$ cat src/rtl/dip_array_ctrl.sv
// Tile sequencer for the DiP systolic array: LOAD_W -> STREAM -> FLUSH -> DRAIN per tile.
// Optional macro DIP_CTRL_ABORT_EN adds an abort input that cancels a running command.
module dip_array_ctrl #(
   parameter int N  = 4,
   parameter int TW = 8
) (
   input  logic                 clk,
   input  logic                 rst_n,
   input  logic                 start,
   input  logic [TW-1:0]        num_tiles,
   input  logic                 out_ready,
`ifdef DIP_CTRL_ABORT_EN
   input  logic                 abort,
`endif
   output logic                 busy,
   output logic                 done,
   output logic                 w_load_en,
   output logic [$clog2(N)-1:0] w_addr,
   output logic                 x_valid,
   output logic [$clog2(N)-1:0] x_addr,
   output logic                 acc_clr,
   output logic                 out_valid,
   output logic [$clog2(N)-1:0] out_row,
   output logic [TW-1:0]        tile_idx
);

   localparam int CW = $clog2(N);
   localparam logic [CW-1:0] CNT_LAST       = CW'(N - 1);
   localparam logic [CW-1:0] CNT_FLUSH_LAST = CW'(N - 2);

   typedef enum logic [2:0] {
      S_IDLE,
      S_LOAD_W,
      S_STREAM,
      S_FLUSH,
      S_DRAIN
   } state_t;

   state_t          state_q, state_d;
   logic [CW-1:0]   cnt_q, cnt_d;
   logic [TW-1:0]   tile_q, tile_d;
   logic [TW-1:0]   num_q, num_d;
   logic            done_q, done_d;

   // NOTE: state registers use non-blocking assignments so every flop samples pre-edge values.
   always_ff @(posedge clk or negedge rst_n) begin
      if (!rst_n) begin
         state_q <= S_IDLE;
         cnt_q   <= '0;
         tile_q  <= '0;
         num_q   <= '0;
         done_q  <= 1'b0;
      end else begin
         state_q <= state_d;
         cnt_q   <= cnt_d;
         tile_q  <= tile_d;
         num_q   <= num_d;
         done_q  <= done_d;
      end
   end

   // NOTE: every next-state signal gets a default first so no path through the case infers a latch.
   always_comb begin
      state_d = state_q;
      cnt_d   = cnt_q + CW'(1);
      tile_d  = tile_q;
      num_d   = num_q;
      done_d  = 1'b0;

      unique case (state_q)
         S_IDLE: begin
            cnt_d = '0;
            if (start) begin
               if (num_tiles != '0) begin
                  state_d = S_LOAD_W;
                  num_d   = num_tiles;
                  tile_d  = '0;
               end else begin
                  done_d = 1'b1;
               end
            end
         end
         S_LOAD_W: begin
            if (cnt_q == CNT_LAST) begin
               state_d = S_STREAM;
               cnt_d   = '0;
            end
         end
         S_STREAM: begin
            if (cnt_q == CNT_LAST) begin
               state_d = S_FLUSH;
               cnt_d   = '0;
            end
         end
         S_FLUSH: begin
            if (cnt_q == CNT_FLUSH_LAST) begin
               state_d = S_DRAIN;
               cnt_d   = '0;
            end
         end
         S_DRAIN: begin
            // Row index only advances on an accepted output row.
            cnt_d = cnt_q;
            if (out_ready) begin
               if (cnt_q == CNT_LAST) begin
                  cnt_d = '0;
                  if (tile_q == num_q - TW'(1)) begin
                     state_d = S_IDLE;
                     tile_d  = '0;
                     done_d  = 1'b1;
                  end else begin
                     state_d = S_LOAD_W;
                     tile_d  = tile_q + TW'(1);
                  end
               end else begin
                  cnt_d = cnt_q + CW'(1);
               end
            end
         end
         default: begin
            state_d = S_IDLE;
            cnt_d   = '0;
         end
      endcase

`ifdef DIP_CTRL_ABORT_EN
      if (abort && state_q != S_IDLE) begin
         state_d = S_IDLE;
         cnt_d   = '0;
         tile_d  = '0;
         done_d  = 1'b0;
      end
`endif
   end

   // Outputs decode registered state only; out_ready never reaches them combinationally.
   assign busy      = (state_q != S_IDLE);
   assign done      = done_q;
   assign w_load_en = (state_q == S_LOAD_W);
   assign w_addr    = w_load_en ? cnt_q : '0;
   assign x_valid   = (state_q == S_STREAM);
   assign x_addr    = x_valid ? cnt_q : '0;
   assign acc_clr   = x_valid && (cnt_q == '0);
   assign out_valid = (state_q == S_DRAIN);
   assign out_row   = out_valid ? cnt_q : '0;
   assign tile_idx  = tile_q;

endmodule
$ cat config.mk
export PLATFORM = sky130hd
export DESIGN_NAME = dip_array_ctrl
export DESIGN_NICKNAME = d
export VERILOG_FILES = /design/src/rtl/dip_array_ctrl.sv
export SDC_FILE = /design/constraint.sdc
export NUM_CORES = 1
export LEC_CHECK = 0
export ABC_AREA = 1
export CAP_MARGIN = 20
export CORE_ASPECT_RATIO = 1.25
export CORE_MARGIN = 4
export CORE_UTILIZATION = 60
export DETAILED_ROUTE_END_ITERATION = 10
export DONT_BUFFER_PORTS = 1
export PLACE_DENSITY = 0.76
export REMOVE_ABC_BUFFERS = 1
export SETUP_SLACK_MARGIN = 0.1
export SYNTH_ARGS = -nofsm -noshare
export SYNTH_HDL_FRONTEND = slang
export SYNTH_SLANG_ARGS = --single-unit
export TNS_END_PERCENT = 30
$ cat constraint.sdc
create_clock -name clk -period 3.69 [get_ports clk]
set_clock_uncertainty 0.2 [all_clocks]
set_input_delay 0.5535 -clock clk [delete_from_list [all_inputs] [get_ports clk]]
set_output_delay 0.5535 -clock clk [all_outputs]
set_load 0.1 [all_outputs]
==> out/metrics.csv <==
metric,value,unit
grt_pass1_vias,1410,
grt_max_degree,23,
endpoint_kind,primary output,
synth.avg_cell_area,7.53,um^2
fill_cells,204,
synth_warnings,0,
ctsRootBufferMaster,clkbuf_4,
drt_iter0_drc,36,
hpwl,2780,um
gp_congestion,0.793,
finalMaxSlewViolations,0,
initial_core_util,63.3,%
powerDensity,827,mW/mm^2
worst_ep_arrival_time,1.77,ns
synthMuxAreaShare,2.90,%
synth_compound_area_share,10.2,%
setup_violations,0,
layout_setup_ws,1.17,ns
drt-wirelength-per-cell,13.3,um
yosysSeqAreaShare,35.5,%
synth_top_area_share,35.5,%
synth_fa_ha_area_share,4.84,%
cp_data_required_time,2.94,ns
antennaDiodeCount,0,
critPathKind,reg -> out,
hold_violations,0,
total_power,1.48,mW
yosysTopAreaCell,dfrtp_1,
io_pins,32,
dpl_worst_slack,1.52,ns
synth_cells,206,
holdPathStages,2,
rsz0062_at_grt,no,
yosysMostFrequentCell,nand2_1,
cts_setup_buffers,0,
setup-tns-final,0,ns
synth_edf_count,0,
cts_buffer_depth,2,
final_util,72.9,%
min_period,2.52,ns
status,completed,
cp_max_fo,7,
syn_to_final_growth,15.2,%
vias,1381,
ant_nets,0,
clkTransAtPathRegs,0.13,ns
cap_violations,0,
worstMarginPinSlew,0.937,ns
ys.flop_type,dfrtp_1,
crit_path_start_kind,register,
fmax,396,MHz
clock_latency,0.31,ns
cts_buffers,3,
slew_headroom,37.5,%
synthTopCellsByArea,"dfrtp_1 35%, nand2_1 12%, inv_1 6.0%, nor2_1 6.0%, ha_1 4.8%",
synth-seq-cells,22,
async_reset_ff_share,100,%
synthDistinctLibCells,31,
clock_sink_count,22,
viasPerCell,5.33,
die_y,64.9,um
drc,0,
synth-simple-area-share,32.0,%
synth_common_cells,"49 x nand2_1, 25 x inv_1, 25 x nor2_1",
grt_pass1_wl,5880,um
htreeDepth,1,
synth_area,0.00155,mm^2
post-route-period-util,68.4,%
grt_overflow_total,0,
vdd_drop_max,0.00120,V
rows,20,
p_leak,0.905,nW
io_buffers,0,
drive_above_1_share,24.3,%
wl,3430,um
core_region_area,0.00245,mm^2
synth_xor_area_share,6.21,%
die_x,53.5,um
final_nets,245,
worstHoldPathType,in -> reg,
r2r_cells,5,
cts_tree,yes,
synth_top_family_by_area,simple AND/OR/NAND/NOR gates,
drt_first_pass_iters,4,
die-area,0.00347,mm^2
antenna_found_initial,0,
grtUsageTotal,22.4,%
==> power breakdown <==
group | total (mW) | switching (mW) | internal, mW
logic | 0.949 | 0.690 | 0.259
clock network | 0.135 | 0.0744 | 0.0602
registers | 0.396 | 0.0819 | 0.314
==> stage by stage <==
step	area [um^2]	instances	hold WS [ns]
after floorplan	1540	204	0.0579
after global placement	1710	253	0.0585
after detailed placement	1710	253	0.0585
after CTS	1760	258	0.174
after global routing	1790	259	0.164
final	1790	259	0.182
==> metal layers <==
metal  part of all wire (%)  up-vias  wire [um]  GRT usage (%)
li1                       -      685          -              -
met5                      0        -          0              0
met1                     38      653       1320           23.7
met2                     55       37       1890           40.2
met4                    1.2        0         41           9.58
met3                    5.2        6        178           5.52
==> repair_timing <==
action,CTS,global route
resized for setup,0,0
hold buffers,1,0
hold endpoints to repair,22,0
setup endpoints to repair,0,0
==> final cells by class <==
cell class | count | area, um^2 | area share [%]
timing repair buffer | 18 | 158 | 8.82
inverter | 29 | 114 | 6.37
sequential | 22 | 551 | 30.8
clock buffer | 4 | 36.3 | 2.03
tap | 33 | 41.3 | 2.31
multi-input combinational | 153 | 888 | 49.7
==> registers in the layout, indices dropped and copies added (netlist names) <==
register / cells
tile_idx: 8
done: 1
cnt_q: 2
num_q: 8
state_q: 3
==> cell usage in the layout, fill, tap and decap left out, types with 5 or more instances in the layout <==
| cell type | Yosys | routed |
|---|---|---|
| inv_1 | 25 | 25 |
| nand2_1 | 49 | 49 |
| buf_4 | 0 | 16 |
| a21oi_1 | 5 | 5 |
| nor2_1 | 25 | 18 |
| nand3_1 | 13 | 13 |
| o21ai_1 | 6 | 6 |
| nor2_2 | 6 | 13 |
| xor2_1 | 8 | 8 |
| ha_1 | 6 | 6 |
| dfrtp_1 | 22 | 22 |
| a21oi_2 | 5 | 5 |
==> cell families (layout without fill, tap and decap cells) <==
logic type,Yosys count,after routing
simple gates,109,109
buf+inv,31,51
compound gates,24,24
flops,22,22
xor+xnor,11,11
fa+ha+maj,6,6
mux,3,3
==> final timing paths <==
path                              start           to  slack, ns
min in group asynchronous         rst_n     num_q[1]       0.37
min                        num_tiles[4]     num_q[4]       0.18
max                          state_q[0]    out_valid       1.17
max in group asynchronous         rst_n  tile_idx[5]       2.51
max reg2reg                  state_q[0]         done       1.56
min reg2reg                    num_q[7]     num_q[7]       0.36
==> critical path, stage by stage, from the launching register on <==
cell and delay [ns]:
dfrtp_1 0.47, nor2_4 0.14, nand2_2 0.13, inv_1 0.71
Power figures use the tool's default switching activity.
